$ cat config.mk
export PLATFORM = sky130hd
export DESIGN_NAME = axis_flit_credit_tx
export DESIGN_NICKNAME = d
export VERILOG_FILES = /design/src/rtl/noc_pkg.sv /design/src/rtl/noc_credit_counter.sv /design/src/rtl/axis_flit_credit_tx.sv
export SDC_FILE = /design/constraint.sdc
export NUM_CORES = 1
export LEC_CHECK = 0
export BUFFER_PORTS_ARGS = -buffer_cell sky130_fd_sc_hd__buf_4
export CAP_MARGIN = 20
export CELL_PAD_IN_SITES_DETAIL_PLACEMENT = 0
export CELL_PAD_IN_SITES_GLOBAL_PLACEMENT = 2
export CORE_ASPECT_RATIO = 1.25
export CORE_UTILIZATION = 39
export DETAILED_ROUTE_END_ITERATION = 7
export PLACE_DENSITY = 0.89
export SETUP_SLACK_MARGIN = 0.2
export SYNTH_ARGS = -nofsm -noshare
export SYNTH_HDL_FRONTEND = slang
export SYNTH_SLANG_ARGS = --single-unit
$ cat constraint.sdc
create_clock -name clk -period 6.8 [get_ports clk]
set_clock_uncertainty 0.1 [all_clocks]
set_input_delay 0.68 -clock clk [delete_from_list [all_inputs] [get_ports clk]]
set_output_delay 0.68 -clock clk [all_outputs]
set_load 0.005 [all_outputs]
$ cat src/rtl/noc_pkg.sv
// Shared NoC link definitions: transmitter FSM states and derived-width helpers.
package noc_pkg;

  typedef enum logic [0:0] {
    IDLE = 1'b0,
    SEND = 1'b1
  } tx_state_e;

  function automatic int flit_width(input int tdata_width, input int sf);
    return tdata_width / sf;
  endfunction

  // A counter that must hold the value DEPTH itself needs one state beyond DEPTH-1.
  function automatic int credit_width(input int depth);
    return $clog2(depth + 1);
  endfunction

endpackage

$ cat src/rtl/noc_credit_counter.sv
// Credit counter mirroring a downstream buffer: starts full, decrements per sent flit,
// increments per returned credit, saturates at DEPTH and flags an over-return (sticky).
module noc_credit_counter
  import noc_pkg::*;
#(
  parameter int DEPTH = 4,
  parameter int CW    = credit_width(DEPTH)
) (
  input  logic          clk,
  input  logic          rst,
  input  logic          dec_i,
  input  logic          inc_i,
  output logic [CW-1:0] count_o,
  output logic          err_o
);

  localparam logic [CW-1:0] FULL = CW'(DEPTH);

  logic [CW-1:0] count_q, count_d;
  logic          err_q, err_d;

  always_comb begin
    count_d = count_q;
    err_d   = err_q;
    if (dec_i && !inc_i) begin
      count_d = count_q - CW'(1);
    end else if (inc_i && !dec_i) begin
      if (count_q == FULL) err_d = 1'b1;
      else                 count_d = count_q + CW'(1);
    end
  end

  always_ff @(posedge clk or posedge rst) begin
    if (rst) begin
      count_q <= FULL;
      err_q   <= 1'b0;
    end else begin
      count_q <= count_d;
      err_q   <= err_d;
    end
  end

  assign count_o = count_q;
  assign err_o   = err_q;

endmodule

$ cat src/rtl/axis_flit_credit_tx.sv
// AXI-Stream to credit-flow-controlled flit transmitter (one router input port).
// Optional AXIS_FLIT_TX_STATS_EN adds 32-bit flit/packet counters.
module axis_flit_credit_tx
  import noc_pkg::*;
#(
  parameter int TDATA_WIDTH          = 32,
  parameter int DEST_WIDTH           = 4,
  parameter int SERIALIZATION_FACTOR = 1,
  parameter int FLIT_WIDTH           = flit_width(TDATA_WIDTH, SERIALIZATION_FACTOR),
  parameter int FLIT_BUFFER_DEPTH    = 4,
  parameter int CREDIT_WIDTH         = credit_width(FLIT_BUFFER_DEPTH)
) (
  input  logic                    clk,
  input  logic                    rst,
  input  logic                    axis_tvalid,
  output logic                    axis_tready,
  input  logic [TDATA_WIDTH-1:0]  axis_tdata,
  input  logic                    axis_tlast,
  input  logic [DEST_WIDTH-1:0]   axis_tdest,
  output logic [FLIT_WIDTH-1:0]   data_out,
  output logic [DEST_WIDTH-1:0]   dest_out,
  output logic                    is_tail_out,
  output logic                    send_out,
  input  logic                    credit_in,
  output logic [CREDIT_WIDTH-1:0] credit_count,
  output logic                    credit_err
`ifdef AXIS_FLIT_TX_STATS_EN
  ,
  output logic [31:0]             stat_flits,
  output logic [31:0]             stat_packets
`endif
);

  localparam int SF    = SERIALIZATION_FACTOR;
  localparam int IDX_W = (SF > 1) ? $clog2(SF) : 1;
  localparam logic [IDX_W-1:0] LAST_IDX = IDX_W'(SF - 1);

  tx_state_e state_q, state_d;
  logic [IDX_W-1:0]       idx_q, idx_d;
  logic [TDATA_WIDTH-1:0] beat_q;
  logic                   last_q;
  logic [DEST_WIDTH-1:0]  dest_q;
  logic                   load;
  logic                   issue;
  logic                   last_flit;
  logic [SF-1:0][FLIT_WIDTH-1:0] flits;

  logic                  send_q;
  logic                  tail_q;
  logic [FLIT_WIDTH-1:0] data_q;
  logic [DEST_WIDTH-1:0] dest_out_q;

  assign flits     = beat_q;
  assign issue     = (state_q == SEND) && (credit_count != '0);
  assign last_flit = (idx_q == LAST_IDX);

  always_comb begin
    state_d     = state_q;
    idx_d       = idx_q;
    load        = 1'b0;
    axis_tready = 1'b0;
    case (state_q)
      IDLE: begin
        axis_tready = 1'b1;
        if (axis_tvalid) begin
          load    = 1'b1;
          idx_d   = '0;
          state_d = SEND;
        end
      end
      SEND: begin
        if (issue) begin
          if (last_flit) begin
            // Accept the next beat in the same cycle the last flit leaves.
            axis_tready = 1'b1;
            idx_d       = '0;
            if (axis_tvalid) load = 1'b1;
            else             state_d = IDLE;
          end else begin
            idx_d = idx_q + IDX_W'(1);
          end
        end
      end
      default: state_d = IDLE;
    endcase
  end

  always_ff @(posedge clk or posedge rst) begin
    if (rst) begin
      state_q    <= IDLE;
      idx_q      <= '0;
      beat_q     <= '0;
      last_q     <= 1'b0;
      dest_q     <= '0;
      send_q     <= 1'b0;
      tail_q     <= 1'b0;
      data_q     <= '0;
      dest_out_q <= '0;
    end else begin
      state_q <= state_d;
      idx_q   <= idx_d;
      send_q  <= issue;
      if (load) begin
        beat_q <= axis_tdata;
        last_q <= axis_tlast;
        dest_q <= axis_tdest;
      end
      if (issue) begin
        data_q     <= flits[idx_q];
        dest_out_q <= dest_q;
        tail_q     <= last_q && last_flit;
      end
    end
  end

  noc_credit_counter #(
    .DEPTH (FLIT_BUFFER_DEPTH),
    .CW    (CREDIT_WIDTH)
  ) u_credit (
    .clk     (clk),
    .rst     (rst),
    .dec_i   (issue),
    .inc_i   (credit_in),
    .count_o (credit_count),
    .err_o   (credit_err)
  );

  assign send_out    = send_q;
  assign data_out    = data_q;
  assign dest_out    = dest_out_q;
  assign is_tail_out = tail_q;

`ifdef AXIS_FLIT_TX_STATS_EN
  logic [31:0] stat_flits_q, stat_packets_q;

  always_ff @(posedge clk or posedge rst) begin
    if (rst) begin
      stat_flits_q   <= '0;
      stat_packets_q <= '0;
    end else if (send_q) begin
      stat_flits_q <= stat_flits_q + 32'd1;
      if (tail_q) stat_packets_q <= stat_packets_q + 32'd1;
    end
  end

  assign stat_flits   = stat_flits_q;
  assign stat_packets = stat_packets_q;
`endif

endmodule

# After elaboration in Yosys (flattened, before gate mapping)

Index checks and enable logic that the tools add are counted.

Memory bits (writable): 0
Memories: 0
Register bits: 81
Input bits: 41
Logic and storage cells: 51
ROM bits: 0
Latch bits: 0

$mul: 0
Equal/unequal tests: 4
Reduce and logical (&&, ||, !) cells: 11
Magnitude comparators: 1
Divide/modulo/power cells: 0
Multiplexer cells: 18
Bitwise gates (word level): 3
Add/subtract/negate cells: 3
Shift-type cells: 0

Operators by type and width:

| kind                | count |
|---|---|
| $mux 32             | 1 |
| $mux 1              | 10 |
| $mux 3              | 3 |
| $pmux 1 s2          | 4 |
| $logic_and 1x1->1   | 4 |
| $ne 2x1->1 const B  | 2 |
| $reduce_and 2->1    | 2 |
| $add 3x1->3 const B | 1 |
| $eq 3x3->1 const B  | 1 |
| $not 1->1           | 3 |
| $reduce_and 3->1    | 1 |
| $reduce_bool 3->1   | 1 |
| $sub 3x1->3 const B | 1 |
| $logic_not 1->1     | 2 |
| $ne 2x2->1 const B  | 1 |
| $reduce_bool 2->1   | 1 |
| $add 1x1->1 const B | 1 |
| $lt 1x1->1 const B  | 1 |

# Depth between registers and ports, before layout

Gate-level depths: netlist of the first run.

Depth after elaboration: 6
Depth in mapped cells: 9
Gate-level depth less buffers: 8

# Modules after synthesis

From an unflattened synthesis of the first run, not the netlist that was laid out.

Cells, all modules: 189
Area total of the unflattened synthesis: 3239.4 um^2

By module, submodules not included:

| module              | instances | cells each | area an instance (um^2) | seq. area each (um^2) |
|---|---|---|---|---|
| axis_flit_credit_tx | 1         | 163        | 2986.6                  | 1901.8 |
| noc_credit_counter  | 1         | 26         | 252.7                   | 101.3 |

# Worst setup path before layout of the first run

OpenSTA, ideal clock, no wires.

Path type: reg-to-reg
Start: register u_credit.count_q[2] (netlist: u_credit.count_o[2])
End: register u_credit.count_q[2] (netlist: u_credit.count_o[2])
Buffers on the path: 1
Required time: 6.615 ns
Stages on the path, launching flop included: 10
Slack: 4.509 ns
Arrival time: 2.106 ns
Library setup time: 0.085 ns
Cell sequence: dfstp_2 > o31ai_1 > buf_2 > inv_1 > ha_1 > inv_1 > fa_1 > or2_2 > o21ai_0 > a31oi_1

Longest elaborated chain between the ends: 6

RTL lines:

| element                     | line                      | text |
|---|---|---|
| start, declared             | noc_credit_counter.sv:19  | `logic [CW-1:0] count_q, count_d;` |
| start signal, assigned      | noc_credit_counter.sv:38  | `count_q <= count_d;` |
| $reduce_bool 3->1 *         | axis_flit_credit_tx.sv:54 | `assign issue = (state_q == SEND) && (credit_count != '0);` |
| $logic_and 1x1->1 *         | axis_flit_credit_tx.sv:54 |  |
| net issue                   | axis_flit_credit_tx.sv:44 | `logic issue;` |
| $logic_not 1->1             | noc_credit_counter.sv:27  | `end else if (inc_i && !dec_i) begin` |
| $logic_and 1x1->1           | noc_credit_counter.sv:27  |  |
| $reduce_bool 2->1 (no line) | --                        |  |
| $reduce_and 2->1 (no line)  | --                        |  |

The timed path passes the listed nets; every way through them passes the cells marked *. The select of a mux whose other input is x is not followed.
A chain may end at the register's enable or synchronous reset.

# Worst setup path in the final report of the first run

Start: register u_credit.count_q[0] (netlist: u_credit.count_o[0])
End: output axis_tready

Longest elaborated chain between the ends: 4

RTL lines:

| element           | line                      | text |
|---|---|---|
| $reduce_bool 3->1 | axis_flit_credit_tx.sv:54 |  |
| $logic_and 1x1->1 | axis_flit_credit_tx.sv:54 |  |
| $mux 1            | axis_flit_credit_tx.sv:72 | `if (issue) begin` |
| $pmux 1 s2        | axis_flit_credit_tx.sv:62 | `case (state_q)` |
| end, declared     | axis_flit_credit_tx.sv:16 | `output logic axis_tready,` |

Every way passes these cells.

==> results.toml, run 1 <==
[sta]
timing.final.ws_setup_ps = 4410
finalMaxSlewViolations = 0
tightest_slew_ps = 535
finalCritPeriodShare = 0.351
rsz0062_at_grt = "no"
hold_viol = 0
slew_headroom = 0.644
finalSetupViolations = 0
fmax_mhz = 419
finalSetupTns_ps = 0
timing.final.crit_period_ps = 2390

[run]
drv_cap = 0

[drt]
vias = 1851
wl_per_cell_um = 14.9
vias_per_cell = 4.90
first_pass_iters = 4
ant_nets = 0
finalWirelength_mm = 5.65
drt-initial-drc-count = 67
route.detailed.drc = 0

[cts]
post_cts_resized = 0
numCtsBuffers = 9
cts_tree = "yes"
h-tree-depth = 3
cts_sinks = 80
cts-root-buf = "clkbuf_8"
clk_pin_slew_ps = 80
cts_hold_buf = 0
clk_path_buf_depth = 2
clock_latency_ps = 330
cts_setup_buffers = 0

[yosys]
seq_area_frac_synth = 0.619
synthFlopType = "dfrtp_1"
synthTopCellsByCount = "dfrtp_1, mux2_2, mux2_4"
yosysTopAreaCell = "dfrtp_1"
synth_most_common_cell = "dfrtp_1"
syn_nets = 232
yosysUniqueCellTypes = 25
synth_cells = 188
synth_area_leaders = "dfrtp_1, mux2_2, mux2_4"
ys_ff_latch = 80
async_flop_share = 1.00
yosys_warnings = 0
syn_area_sq_um = 3240
synth_edf_count = 0
yosys.area.top_type_share = 0.611
syn_area_per_cell_sq_um = 17.2

[place]
port_buffers = 83
post_dp_cell_area_sq_um = 3930
pre_cts_slack_ps = 4460
hpwl_mm = 3.48
dp_cells = 361
place_congestion = 0.700

[worst_hold_path]
holdCritPathClass = "input port to asynchronous set/reset pin"

[die]
io_pins = 84
initial_core_util = 0.408
dieWidth_um = 83.5
fp-row-count = 36
design.die.area_sq_um = 8670
core_sq_um = 7930
fp.dieH_um = 104

[setup_path]
arrival_ps = 1610
reg2reg_slack_ps = 4510
rr_worst_depth = 8
worstPathCellList = "or4b_4, buf_4"
critPathCaptureType = "primary output"
reg2reg_to = "u_credit.count_o[2]$_DFFE_PP1P_"
worstSetupPathType = "flop to primary output"
cp.required_ps = 6020
crit_fanout = 8
crit_slowest_cell = "or4b_4"
worst_setup_path_start_kind = "flop"
crit_path_max_incr_delay_ps = 620
rr_startpoint = "u_credit.count_o[2]$_DFFE_PP1P_"
critPathLaunch = "u_credit.count_o[0]$_DFFE_PP0P_"

[finish]
fill_cells = 703
multi_input_area_sq_um = 1140
nNetsFinal = 322
final-seq-area_sq_um = 2000
stdcell_count = 378
antenna_cells = 0
finish.instance_area_sq_um = 4170
synthToLayoutAreaGrowth_pct = 28.7
drive_gt1_frac = 0.643

[grt]
grt_pass1_wl_mm = 9.63
gr-total-overflow = 0
grt_pass1_vias = 1941
grt_max_degree = 81
grt_antenna_before_repair = 0
grt_usage = 0.141

[power_and_ir_drop]
power_uw = 1680
vdd_drop_max_mv = 0.181
leakage_uw = 0.00198
power_density_nw_per_um2 = 404

[outcome]
status = "finished, final reports clean"
[worst max-delay path, delay by kind of cell (launching register included)]
family	cells	cell delay, ps
buf+inv	1	160
flops	1	490
simple gates	1	620
[logic make-up (layout without fill, tap and decap cells)]
group                    after synthesis  in the layout  synth area share
AO/OA/AOI/OAI                          9              9            0.0189
AND/OR/NAND/NOR                        7              7            0.0197
flip-flops                            80             80             0.619
multiplexers                          74             74             0.292
buffers and inverters                 14            109            0.0336
adder cells (fa/ha/maj)                3              3            0.0139
XOR/XNOR                               1              1           0.00271
[per-stage QoR]
stage	utilization	hold WS, ps
2_1_floorplan	-	360
3_3_place_gp	0.495	364
3_5_place_dp	0.495	365
4_1_cts	0.522	386
5_1_grt	0.526	187
6_report	0.526	202
[sequential cells by signal (all words and copies together), names as in the netlist]
register and count:
beat_q 32, data_out 32, dest_out 4, dest_q 4
is_tail_out 1, last_q 1, send_out 1, state_q 1
u_credit.count_o 3, u_credit.err_o 1
[cell type report]
type / count / share of cell area
multi-input combinational: 94 / 0.273
inverter: 7 / 0.00661
timing repair buffer: 86 / 0.160
sequential: 80 / 0.481
tap: 95 / 0.0285
clock buffer: 11 / 0.0315
clock inverter: 5 / 0.0195
[per-layer routing]
metal / share of wire / wire length (um) / track usage
met2: 0.51 / 2850 / 0.224
met4: 0.014 / 79 / 0.0690
met1: 0.42 / 2370 / 0.179
met5: 0 / 0 / 0
met3: 0.061 / 343 / 0.0397
[where the power goes]
part | internal, uW | total (uW) | switching (uW)
logic | 367 | 559 | 193
registers | 649 | 752 | 103
clock network | 207 | 373 | 166
total | 1220 | 1680 | 461
[cell usage in the layout, fill, tap and decap left out, types with 2 or more instances in the layout]
cell type	count
mux2_4	30
ha_1	2
buf_4	85
dfrtp_1	79
clkbuf_1	2
mux2_2	44
inv_1	6
bufinv_16	2
a21oi_1	3
clkinv_2	2
clkbuf_8	9
[worst max-delay path by stage]
stage                                            to  cells after the start
floorplan                     beat_q[0]$_DFFE_PP0P_                      1
CTS                                     axis_tready                      2
global placement    u_credit.count_o[2]$_DFFE_PP1P_                      8
finish                                  axis_tready                      2
global route                            axis_tready                      2
detailed placement  u_credit.count_o[2]$_DFFE_PP1P_                      8
Note: power is estimated with default switching activity, not from simulation.
==> run 2: changes to the inputs <==
- ABC_AREA: default -> 1
- CORE_UTILIZATION: 39 -> 28
- PLACE_DENSITY: 0.89 -> 0.81
- clock period: 6.8 -> 1.9 ns (I/O delays scaled with it)
==> run 2 against run 1 <==
  * The flow now finishes with violations (design-rule violations)
  * Area after synthesis is 0.43% lower
  * Sequential power grew to 3.7 times the previous value
  * First-iteration DRC count rose by 30%
  * Synthesized cell count increased by 91%
  * Critical path type is now flop to flop
  * Critical endpoint is now u_credit.count_o[1]$_DFFE_PP0P_
==> results.toml, run 2 <==
[grt]
grt_usage = 0.150
grt_pass1_wl_mm = 13.5
grt_max_degree = 39
grt_pass1_vias = 2706
gr-total-overflow = 0
grt_antenna_before_repair = 0

[finish]
layout_commonest_cell = "nand2_1"
fill_cells = 1129
layout_common_cells = "nand2_1, buf_4, dfrtp_1, nand3_1, dlygate4sd3_1"
final_util = 0.423
synthToLayoutAreaGrowth_pct = 46.0
finish.instance_area_sq_um = 4710
antenna_cells = 0
drive_gt1_frac = 0.276
nNetsFinal = 527
stdcell_count = 620

[setup_path]
crit_slowest_cell = "dfrtp_1"
crit_path_max_incr_delay_ps = 430
worstSetupPathType = "flop to flop"
critPathCaptureType = "flop"
critPathBufInv = 2
arrival_ps = 1900
crit_family = "adder cells"
worst_setup_path_start_kind = "flop"
cp.required_ps = 2060
reg2reg_slack_ps = 160
worstPathCellList = "nor2_4, nand2_2, nand2_2, inv_2, ha_4, inv_2, fa_2, o21ai_2"
crit_fanout = 3

[yosys]
synth-xor-area-share = 0
syn_area_sq_um = 3220
yosys_warnings = 0
syn_area_per_cell_sq_um = 8.98
yosysUniqueCellTypes = 18
yosysTopAreaCell = "dfrtp_1"
synth_cells = 359
yosys.area_share.adder = 0.0140
synth_edf_count = 0
synth-simple-area-share = 0.305
syn_nets = 403
async_flop_share = 1.00
ys_ff_latch = 80
synth_top_family_by_area = "simple AND/OR/NAND/NOR gates"
yosys.area.top_type_share = 0.613
synth_area_leaders = "dfrtp_1, nand2_1, nand3_1"
synthTopCellsByCount = "nand2_1, dfrtp_1, nand3_1"
seq_area_frac_synth = 0.622
synth_most_common_cell = "nand2_1"
muxShareOfSynthArea = 0
synth-compound-area-share = 0.00427
synthFlopType = "dfrtp_1"

[cts]
clk_pin_slew_ps = 60
cts-root-buf = "clkbuf_16"
clock_latency_ps = 330
clk_path_buf_depth = 2
h-tree-depth = 3
cts_tree = "yes"
cts_sinks = 80
numCtsBuffers = 9

[sta]
rsz0062_at_grt = "yes"
timing.final.crit_period_ps = 1740
slew_headroom = 0.551
hold_viol = 0
finalSetupTns_ps = 0
finalCritPeriodShare = 0.916
finalMaxSlewViolations = 0
tightest_slew_ps = 672
finalSetupViolations = 0
fmax_mhz = 574

[power_and_ir_drop]
power_density_nw_per_um2 = 1520
vdd_drop_max_mv = 0.418
power_uw = 7170
leakage_uw = 0.00255

[die]
fp-row-count = 43
dieWidth_um = 98.0
design.die.area_sq_um = 11900
initial_core_util = 0.289
fp.dieH_um = 122
core_sq_um = 11100
io_pins = 84

[drt]
route.detailed.drc = 6
vias = 2712
vias_per_cell = 4.37
finalWirelength_mm = 8.40
first_pass_iters = 8
wl_per_cell_um = 13.5
ant_nets = 0
drt-initial-drc-count = 87

[place]
hpwl_mm = 5.25
port_buffers = 83
place_congestion = 0.737
dp_cells = 568
post_dp_cell_area_sq_um = 3990

[run]
drv_cap = 0

[worst_hold_path]
holdCritPathClass = "input port to flop"

[outcome]
status = "complete, but fails checks"
violations = "design-rule violations"
-- run 2: cell types whose count changed after synthesis, sizes merged, moves of 3 or more --
cell	before	now
a21oi	3	0
buf	7	16
clkbuf	0	3
inv	7	11
mux2	74	0
nand2	2	203
nand3	0	39
-- run 2: through the flow --
stage,hold slack (ps),setup slack [ps]
floorplan,235,60.7
global placement,219,177
detailed placement,233,107
CTS,1.16,160
global route,3.77,94.7
finish,2.31,159
-- run 2: timing repair --
item / CTS / global route
setup endpoints to repair: 3 / 54
pin swaps: 5 / 1
hold buffers: 28 / 0
buffers inserted: 6 / 4
gates resized for setup: 7 / 6
endpoints found under the hold margin: 51 / 0
gates cloned: 1 / 0
-- run 2: power breakdown --
| part | switching [uW] | internal (uW) | total, uW |
|---|---|---|---|
| clock | 646 | 1030 | 1680 |
| sequential | 388 | 2390 | 2780 |
| combinational | 1380 | 1330 | 2710 |
-- run 2: cell type report --
class | instances | area, sq um | share of cell area
repair buffers | 132 | 1130 | 0.239
inverters | 11 | 47.5 | 0.0101
multi-input cells | 249 | 1080 | 0.229
clock buffers | 10 | 239 | 0.0508
well taps | 135 | 169 | 0.0359
flip-flops and latches | 80 | 2000 | 0.426
clock inverters | 3 | 45.0 | 0.00957
-- run 2: worst reg2reg max path, delay by kind of cell (launching register included) --
family / cells / cell delay (ps)
buf+inv: 2 / 110
fa+ha+maj: 2 / 590
flops: 1 / 430
compound gates: 1 / 120
simple gates: 3 / 330
-- run 2: logic make-up after synthesis --
| logic type | Yosys count |
|---|---|
| AND/OR/NAND/NOR | 244 |
| flip-flops | 80 |
| buffers and inverters | 30 |
| adder cells (fa/ha/maj) | 3 |
| AO/OA/AOI/OAI | 2 |
-- run 2: routing by layer --
| layer | vias up | wire, um | global-route usage |
|---|---|---|---|
| li1 | 1353 | - | - |
| met1 | 1278 | 3760 | 0.178 |
| met2 | 64 | 4100 | 0.254 |
| met3 | 17 | 310 | 0.0356 |
| met4 | 0 | 221 | 0.0748 |
| met5 | - | 0 | 0 |
-- run 2: path summary, 6_finish.rpt --
| kind | start | to | depth (start not counted) |
|---|---|---|---|
| worst max-delay path | u_credit.count_o[0]$_DFFE_PP0P_ | u_credit.count_o[1]$_DFFE_PP0P_ | 8 |
| worst min-delay path | axis_tdata[1] | beat_q[1]$_DFFE_PP0P_ | 3 |
| worst max register to register | u_credit.count_o[0]$_DFFE_PP0P_ | u_credit.count_o[1]$_DFFE_PP0P_ | 8 |
| worst min register to register | beat_q[7]$_DFFE_PP0P_ | data_out[7]$_DFFE_PP0N_ | 2 |
| max in group asynchronous | rst | beat_q[28]$_DFFE_PP0P_ | 4 |
| min in group asynchronous | rst | u_credit.count_o[1]$_DFFE_PP0P_ | 3 |
